### config.mk
export PLATFORM = sky130hd
export DESIGN_NAME = pingpong_counter_flat
export DESIGN_NICKNAME = d
export VERILOG_FILES = /design/src/rtl/pingpong_counter_pkg.sv /design/src/rtl/pingpong_counter_if.sv /design/src/rtl/pingpong_counter_next.sv /design/src/rtl/pingpong_counter.sv /design/src/flat_wrapper.sv
export SDC_FILE = /design/constraint.sdc
export NUM_CORES = 1
export LEC_CHECK = 0
export CORE_MARGIN = 8
export CORE_UTILIZATION = 49
export CTS_CLUSTER_SIZE = 40
export DETAILED_ROUTE_END_ITERATION = 16
export PLACE_DENSITY = 0.85
export SYNTH_ARGS = -nofsm -noshare
export SYNTH_HDL_FRONTEND = slang
export SYNTH_HIERARCHICAL = 1
export SYNTH_SLANG_ARGS = --single-unit
### constraint.sdc
create_clock -name clk -period 3.5 [get_ports clk]
set_input_delay 0.7 -clock clk [delete_from_list [all_inputs] [get_ports clk]]
set_output_delay 0.7 -clock clk [all_outputs]
set_load 0.01 [all_outputs]
### src/rtl/pingpong_counter_pkg.sv
// counter_pkg: shared types and constants for the pingpong_counter slice.
//   mode_t        - counting mode (UP, DOWN, PINGPONG, HOLD)
//   DEFAULT_WIDTH - default counter width in bits
package counter_pkg;

  localparam int DEFAULT_WIDTH = 3;

  typedef enum logic [1:0] {
    MODE_UP       = 2'b00,
    MODE_DOWN     = 2'b01,
    MODE_PINGPONG = 2'b10,
    MODE_HOLD     = 2'b11
  } mode_t;

endpackage

### src/rtl/pingpong_counter_if.sv
// pingpong_counter_if: control/status bundle between a counter and its user.
//   master: drives en, mode, lo, hi, load, load_val (and step); sees n, forward, wrap
//   slave : the counter side of the same signals
// Optional macro: PINGPONG_COUNTER_STEP_EN adds the step signal.
interface pingpong_counter_if
  import counter_pkg::*;
#(
  parameter int WIDTH = DEFAULT_WIDTH
);
  logic             en;
  mode_t            mode;
  logic [WIDTH-1:0] lo;
  logic [WIDTH-1:0] hi;
  logic             load;
  logic [WIDTH-1:0] load_val;
`ifdef PINGPONG_COUNTER_STEP_EN
  logic [WIDTH-1:0] step;
`endif
  logic [WIDTH-1:0] n;
  logic             forward;
  logic             wrap;

`ifdef PINGPONG_COUNTER_STEP_EN
  modport master (output en, mode, lo, hi, load, load_val, step,
                  input  n, forward, wrap);
  modport slave  (input  en, mode, lo, hi, load, load_val, step,
                  output n, forward, wrap);
`else
  modport master (output en, mode, lo, hi, load, load_val,
                  input  n, forward, wrap);
  modport slave  (input  en, mode, lo, hi, load, load_val,
                  output n, forward, wrap);
`endif

endinterface

### src/rtl/pingpong_counter_next.sv
// pingpong_counter_next: combinational next-state for one enabled count step.
//   n_i, fwd_i     - current count and direction
//   mode_i         - counting mode
//   lo_i, hi_i     - inclusive bounds
//   step_i         - step size
//   n_o, fwd_o     - next count and direction
//   wrap_o         - wrap/turnaround flag for this step
// All bound compares are WIDTH+1 bits wide so n+step and lo+step cannot overflow.
module pingpong_counter_next
  import counter_pkg::*;
#(
  parameter int WIDTH = DEFAULT_WIDTH
) (
  input  logic [WIDTH-1:0] n_i,
  input  logic             fwd_i,
  input  mode_t            mode_i,
  input  logic [WIDTH-1:0] lo_i,
  input  logic [WIDTH-1:0] hi_i,
  input  logic [WIDTH-1:0] step_i,
  output logic [WIDTH-1:0] n_o,
  output logic             fwd_o,
  output logic             wrap_o
);

  logic [WIDTH:0]   n_x, lo_x, hi_x, s_x;
  logic [WIDTH:0]   n_ps, lo_ps;
  logic [WIDTH-1:0] n_ms;
  logic             oor;

  assign n_x   = {1'b0, n_i};
  assign lo_x  = {1'b0, lo_i};
  assign hi_x  = {1'b0, hi_i};
  assign s_x   = {1'b0, step_i};
  assign n_ps  = n_x + s_x;
  assign lo_ps = lo_x + s_x;
  // Only used when n >= lo+step, so it never underflows.
  assign n_ms  = n_i - step_i;
  // Inverted bounds always land here too: any n is then below lo or above hi.
  assign oor   = (n_x < lo_x) || (n_x > hi_x) || (lo_x > hi_x);

  // step == 0 needs no special case: no compare can trip, so n holds, wrap = 0.
  always_comb begin
    n_o    = n_i;
    fwd_o  = fwd_i;
    wrap_o = 1'b0;
    if (oor) begin
      n_o   = lo_i;
      fwd_o = 1'b1;
    end else begin
      case (mode_i)
        MODE_UP: begin
          fwd_o = 1'b1;
          if (n_ps > hi_x) begin
            n_o    = lo_i;
            wrap_o = 1'b1;
          end else begin
            n_o = n_ps[WIDTH-1:0];
          end
        end
        MODE_DOWN: begin
          fwd_o = 1'b0;
          if (n_x < lo_ps) begin
            n_o    = hi_i;
            wrap_o = 1'b1;
          end else begin
            n_o = n_ms;
          end
        end
        MODE_PINGPONG: begin
          if (fwd_i) begin
            if (n_ps > hi_x) begin
              // Turn around without dwelling on hi.
              fwd_o  = 1'b0;
              wrap_o = 1'b1;
              n_o    = (n_x >= lo_ps) ? n_ms : lo_i;
            end else begin
              n_o = n_ps[WIDTH-1:0];
            end
          end else begin
            if (n_x < lo_ps) begin
              fwd_o  = 1'b1;
              wrap_o = 1'b1;
              n_o    = (n_ps <= hi_x) ? n_ps[WIDTH-1:0] : hi_i;
            end else begin
              n_o = n_ms;
            end
          end
        end
        default: ; // HOLD
      endcase
    end
  end

endmodule

### src/rtl/pingpong_counter.sv
// pingpong_counter: bounded up/down/ping-pong counter with load and wrap pulse.
//   clk   - clock, all state on posedge
//   reset - synchronous active-high reset
//   bus   - pingpong_counter_if.slave: en, mode, lo, hi, load, load_val,
//           [step], n, forward, wrap
// Optional macro: PINGPONG_COUNTER_STEP_EN takes the step from bus.step;
// otherwise the step is fixed at 1.
// Holds the registers and the reset > load > en priority; the step
// arithmetic lives in pingpong_counter_next.
module pingpong_counter
  import counter_pkg::*;
#(
  parameter int WIDTH = DEFAULT_WIDTH
) (
  input  logic              clk,
  input  logic              reset,
  pingpong_counter_if.slave bus
);

  logic [WIDTH-1:0] n_q, n_d, n_nx, step_w;
  logic             fwd_q, fwd_d, fwd_nx;
  logic             wrap_q, wrap_d, wrap_nx;

`ifdef PINGPONG_COUNTER_STEP_EN
  assign step_w = bus.step;
`else
  assign step_w = WIDTH'(1);
`endif

  pingpong_counter_next #(.WIDTH(WIDTH)) u_next (
    .n_i    (n_q),
    .fwd_i  (fwd_q),
    .mode_i (bus.mode),
    .lo_i   (bus.lo),
    .hi_i   (bus.hi),
    .step_i (step_w),
    .n_o    (n_nx),
    .fwd_o  (fwd_nx),
    .wrap_o (wrap_nx)
  );

  always_comb begin
    n_d    = n_q;
    fwd_d  = fwd_q;
    wrap_d = 1'b0;
    if (bus.load) begin
      n_d = bus.load_val;
    end else if (bus.en) begin
      n_d    = n_nx;
      fwd_d  = fwd_nx;
      wrap_d = wrap_nx;
    end
  end

  always_ff @(posedge clk) begin
    if (reset) begin
      n_q    <= '0;
      fwd_q  <= 1'b1;
      wrap_q <= 1'b0;
    end else begin
      n_q    <= n_d;
      fwd_q  <= fwd_d;
      wrap_q <= wrap_d;
    end
  end

  assign bus.n       = n_q;
  assign bus.forward = fwd_q;
  assign bus.wrap    = wrap_q;

endmodule
### src/flat_wrapper.sv
// flat-port wrapper written by rule: the top's interface ports become plain ports
module pingpong_counter_flat import counter_pkg::*;
#(
  parameter int WIDTH = DEFAULT_WIDTH
)
  (clk, reset, bus_en, bus_mode, bus_lo, bus_hi, bus_load, bus_load_val, bus_n, bus_forward, bus_wrap);
  pingpong_counter_if #(.WIDTH(WIDTH)) bus_i ();
  input  logic clk;
  input  logic reset;
  input wire logic [$bits(bus_i.en)-1:0] bus_en;
  input wire logic [$bits(bus_i.mode)-1:0] bus_mode;
  input wire logic [$bits(bus_i.lo)-1:0] bus_lo;
  input wire logic [$bits(bus_i.hi)-1:0] bus_hi;
  input wire logic [$bits(bus_i.load)-1:0] bus_load;
  input wire logic [$bits(bus_i.load_val)-1:0] bus_load_val;
  output wire logic [$bits(bus_i.n)-1:0] bus_n;
  output wire logic [$bits(bus_i.forward)-1:0] bus_forward;
  output wire logic [$bits(bus_i.wrap)-1:0] bus_wrap;
  assign bus_i.en = bus_en;
  assign bus_i.mode = bus_mode;
  assign bus_i.lo = bus_lo;
  assign bus_i.hi = bus_hi;
  assign bus_i.load = bus_load;
  assign bus_i.load_val = bus_load_val;
  assign bus_n = bus_i.n;
  assign bus_forward = bus_i.forward;
  assign bus_wrap = bus_i.wrap;
  pingpong_counter #(.WIDTH(WIDTH)) u_core (.clk(clk), .reset(reset), .bus(bus_i));
endmodule
# Word level (Yosys, flattened, before mapping)
# Index checks and enable logic that the tools add are counted.
[word_totals] regBits=5 in_bits=15 output_inout_bits=5 word_cells=45
[op_classes] n_addsub=3 n_lt_le_gt_ge=7 eq_ne=2 mux=19 n_bitwise=2 n_reduce_logical=9
[op_table] op="3-bit two-way mux" n=10
[op_table] op="3-bit case mux with 3 select lines" n=1
[op_table] op="3-bit by 1-bit adder with 4-bit output, second input constant" n=2
[op_table] op="3-bit greater-than comparator" n=2
[op_table] op="1-bit two-way mux" n=6
[op_table] op="1-bit case mux with 3 select lines" n=2
[op_table] op="5-bit nonzero test" n=1
[op_table] op="3-bit by 4-bit greater-or-equal comparator with 1-bit output" n=1
[op_table] op="4-bit by 3-bit greater-than comparator with 1-bit output" n=1
[op_table] op="4-bit by 3-bit <= comparator with 1-bit output" n=1
[op_table] op="3-bit by 4-bit < comparator with 1-bit output" n=1
[op_table] op="4-bit nonzero test" n=1
[op_table] op="4-bit OR reduction" n=1
[op_table] op="3-bit < comparator" n=1
[op_table] op="3-bit AND reduction" n=1
[op_table] op="3-bit by 1-bit subtractor with 3-bit output, second input constant" n=1
[op_table] op="2-bit by 1-bit == test with 1-bit output, second input constant" n=1
[op_table] op="2-bit == test, second input constant" n=1
[op_table] op="2-bit logical NOT" n=1
[op_table] op="1-bit logical OR" n=2
[op_table] op="1-bit inverter" n=2
[op_table] op="2-bit AND reduction" n=1
[op_table] op="2-bit nonzero test" n=1

# Depth between registers and ports, before layout
[depth] ltp_word=9 depth_mapped=13 ltp_nobuf=13

# Cells and area by module
# Netlist, hierarchy kept.
[modules_own_cells] module="pingpong_counter_next" n_inst=1 cells_per_inst=131 area_per_inst_um2=1003.5 seq_area_each_um2=0.0
[modules_own_cells] module="pingpong_counter" n_inst=1 cells_per_inst=24 area_per_inst_um2=229.0 seq_area_each_um2=100.1

# Worst setup path after synthesis
# Ideal clock, no wire load.
[synth_timing] path_type="in2reg" startpoint="input port bus_lo[0]" endpoint="register u_core.n_q[0], in the netlist u_core/bus.n[0]" setup_ns=0.086 arrival_time_ns=3.403 required_time_ns=3.414 slack_ns=0.011 stages=13 path_buffers=0 path_cell_list="ha_1 > fa_1 > xnor2_1 > ha_1 > a21oi_4 > o21ai_1 > nand2_2 > nand2_2 > mux2_4 > a2111o_1 > a221oi_2 > mux2i_1 > a211oi_1"
[synth_between] elab_chain_len=9 word_cells_on_any_way=19 classes_between="add/sub (1); order compare (4); mux (10); reduce/logical (4)"
[synth_lines] item="start: declaration" line_no="flat_wrapper.sv:12" rtl="input wire logic [$bits(bus_i.lo)-1:0] bus_lo;"
[synth_lines] item="3-bit by 1-bit adder with 4-bit output" line_no="pingpong_counter_next.sv:35" rtl="assign lo_ps = lo_x + s_x;"
[synth_lines] item="3-bit by 4-bit greater-or-equal comparator with 1-bit output" line_no="pingpong_counter_next.sv:75" rtl="n_o = (n_x >= lo_ps) ? n_ms : lo_i;"
[synth_lines] item="3-bit two-way mux" line_no="pingpong_counter_next.sv:75"
[synth_lines] item="3-bit two-way mux" line_no="pingpong_counter_next.sv:71" rtl="if (n_ps > hi_x) begin"
[synth_lines] item="3-bit two-way mux" line_no="pingpong_counter_next.sv:70" rtl="if (fwd_i) begin"
[synth_lines] item="3-bit case mux with 3 select lines" line_no="pingpong_counter_next.sv:50" rtl="case (mode_i)"
[synth_lines] item="3-bit two-way mux (*)" line_no="pingpong_counter_next.sv:46" rtl="if (oor) begin"
[synth_lines] item="via u_core.n_nx[0]" line_no="pingpong_counter.sv:20" rtl="logic [WIDTH-1:0] n_q, n_d, n_nx, step_w;"
[synth_lines] item="3-bit two-way mux (*)" line_no="pingpong_counter.sv:48" rtl="end else if (bus.en) begin"
[synth_lines] item="3-bit two-way mux (*)" line_no="pingpong_counter.sv:46" rtl="if (bus.load) begin"
[synth_lines] item="end signal: assignment" line_no="pingpong_counter.sv:61" rtl="n_q <= n_d;"
[synth_lines] item="end: declaration" line_no="pingpong_counter.sv:20"
# Mark *: on every way through the listed nets, which the timed path passes. The rest lies on a longest branch. The select of a mux whose other input is x is not followed.
# A chain may end at the register's enable or synchronous reset.

# Final worst setup path
[layout_timing] startpoint="input port bus_lo[1]" endpoint="register u_core.n_q[2], in the netlist u_core/bus.n[2]"
# The elaborated chain is that of the path after synthesis.

==> flow_metrics.env <==
export IMPL_antenna_cells=0
export IMPL_cp_required_ns=3.65
export IMPL_leakagePower_nw=0.8263
export IMPL_drtIter0Drc=66
export IMPL_max_stage_delay_ns=0.45
export IMPL_nets=241
export IMPL_cp_arrival_ns=3.60
export IMPL_synth_area_per_cell_um2=7.951
export IMPL_yosysUniqueCellTypes=45
export IMPL_yosysSeqAreaShare_pct=8.122
export IMPL_fin_crit_ns=3.445
export IMPL_first_global_vias=1301
export IMPL_synthToLayoutAreaGrowth_pct=39.49
export IMPL_clock_latency_ns=0.24
export IMPL_dieArea_um2=4376
export IMPL_hp_class="register to register"
export IMPL_setup_violations=0
export IMPL_post_synth_top_area_fraction_pct=23.35
export IMPL_crit_fanout=6
export IMPL_grt_usage_pct=16.50
export IMPL_root_buffer="clkbuf_4"
export IMPL_critPathSlowestCell="fa_2"
export IMPL_power_density_nw_per_um2=304.4
export IMPL_setup_ws_ns=0.05450
export IMPL_synth_area_um2=1232
export IMPL_ys_warn_count=6
export IMPL_die_w_um=66.15
export IMPL_ant_nets=0
export IMPL_rows=18
export IMPL_placed_area_um2=1588
export IMPL_place_inst=224
export IMPL_yosys_most_used_dff="dfxtp_1"
export IMPL_vdd_drop_max_uv=250.9
export IMPL_place_gp_congestion=0.9344
export IMPL_grt_max_degree=15
export IMPL_die_h_um=66.15
export IMPL_final_cells=229
export IMPL_cts_reportedPaths_clkPinSlew_ns=0.04
export IMPL_path_delay_family="compound AO/OA/AOI/OAI gates"
export IMPL_worstSetupPathType="input pin to register"
export IMPL_antenna_found_initial=0
export IMPL_firstDrtPassIters=4
export IMPL_drc=0
export IMPL_stdcell_area_um2=1719
export IMPL_grt_pass1_wl_um=5761
export IMPL_layout_drive_gt1_share_pct=22.61
export IMPL_vias_per_cell=5.838
export IMPL_fin_tns_setup_ns=0
export IMPL_dp_hpwl_um=2601
export IMPL_synth_edf_count=0
export IMPL_routedWlPerCell_um=15.69
export IMPL_outcome="complete, no violations"
export IMPL_yosysTopAreaCell="ha_1"
export IMPL_final_core_util_pct=70.68
export IMPL_initial_core_util_pct=50.67
export IMPL_coreArea_um2=2432
export IMPL_cts_tree="built"
export IMPL_overflow=0
export IMPL_synth_seq_cells=5
export IMPL_fin_skew_ns=0.003934
export IMPL_max_freq_mhz=290.2
export IMPL_h_tree_depth=1
export IMPL_numClockSinks=5
export IMPL_fin_crit_sh_pct=98.44
export IMPL_pin_count=20
export IMPL_slew_viol_final=0
export IMPL_pre_cts_slack_ns=-0.6005
export IMPL_cts_buffer_depth=2
export IMPL_synthArstFlopShare_pct=0
export IMPL_hold_viol_final=0
export IMPL_cts_inserted_buffers=3
export IMPL_cp_start_kind="input pin"
export IMPL_final_cell_mix="19 x ha_1, 16 x clkdlybuf4s50_1, 16 x buf_4, 16 x inv_1, 12 x nor2_1"
export IMPL_portBuffers=19
export IMPL_holdWs_ns=0.6659
export IMPL_yosys_top_cells_area="ha_1 23%, dfxtp_1 8.1%, inv_1 5.2%, fa_1 4.9%, o21ai_0 4.5%"
export IMPL_synthCells=155
export IMPL_wl_um=3594
export IMPL_max_cap_viol_count=0
export IMPL_worstSetupEndpointType="register"
export IMPL_path_cells="clkdlybuf4s15_1, fa_2, xnor2_4, ha_4, a21oi_4, a221oi_4, nand2b_1, o21ai_0, o211ai_1, a221oi_2, mux2i_1, a211oi_1"
export IMPL_critPathBufInv=1
export IMPL_final_common_cell="ha_1"
export IMPL_finalPower_uw=523.4
export IMPL_vias=1337
export IMPL_nFillCells=205
## cell families (layout without fill, tap and decap cells)
family	after synthesis	after routing	share of synthesized area, %
AOI/OAI and AO/OA	52	52	32.49
xor gates and xnor gates	3	3	2.132
and+or+nand+nor	39	39	15.74
other	2	11	0.6094
muxes	6	6	5.380
buffers and inverters	22	57	7.309
adders and majority gates	26	26	28.22
DFF	5	5	8.122
## routing by layer
metal,GRT usage (%),wire length (µm),share of wire (%)
met5,0,0,0
met4,6.933,80,2.2
met3,3.051,248,6.9
met2,29.67,1835,51
met1,18.37,1430,40
## repair_timing
item / in CTS / in global routing
hold buffers: 0 / 0
resized for setup: 11 / 11
pin swaps: 9 / 18
endpoints found under the setup margin: 4 / 3
endpoints found under the hold margin: 0 / 0
gates cloned: 0 / 0
buffers inserted: 1 / 0
## Yosys cell counts, types with 3 or more instances
| cell | n |
|---|---|
| o21ai_1 | 3 |
| nor2_1 | 12 |
| mux2i_1 | 4 |
| a211oi_1 | 3 |
| fa_1 | 3 |
| o311a_1 | 3 |
| dfxtp_1 | 5 |
| ha_1 | 23 |
| a21o_1 | 3 |
| nor2b_1 | 6 |
| clkbuf_1 | 4 |
| o21ai_0 | 11 |
| a21oi_1 | 10 |
| inv_1 | 17 |
| nand2_1 | 9 |
## worst paths after layout
check,start,to,slack (ns),cells past startpoint
worst min register to register,u_core/bus.forward,u_core/bus.forward,0.67,2
worst max-delay path,bus_lo[1],u_core/bus.n[2],0.05,12
worst max register to register,u_core/bus.n[0],u_core/bus.n[0],0.18,11
worst min-delay path,u_core/bus.forward,u_core/bus.forward,0.67,2
## cell type report
class	count	area (µm²)	share of cell area, %
Clock buffer	4	26.28	1.528
Inverter	17	63.81	3.712
Multi-Input combinational cell	137	1172	68.19
Sequential cell	5	100.1	5.822
Tap cell	30	37.54	2.183
Timing Repair Buffer	36	319.1	18.56
## state kept, by name, summed over array words and instances, names as in the netlist
signal / flops
u_core/bus.n: 3
u_core/bus.forward: 1
u_core/bus.wrap: 1
## power breakdown
group          switching [mW]  leakage [nW]  internal [mW]
logic                   0.201         0.770          0.190
registers             0.00429        0.0413         0.0612
clock network          0.0234        0.0150         0.0431
total                   0.229         0.826          0.295
## worst reg2reg max path, delay by kind of cell, from the launching register on
family          cells  cell delay [ns]
compound gates      5             1.34
fa+ha+maj           3             1.08
flops               1             0.32
mux                 2             0.40
simple gates        1             0.10
Note: power is estimated with default switching activity, not from simulation.
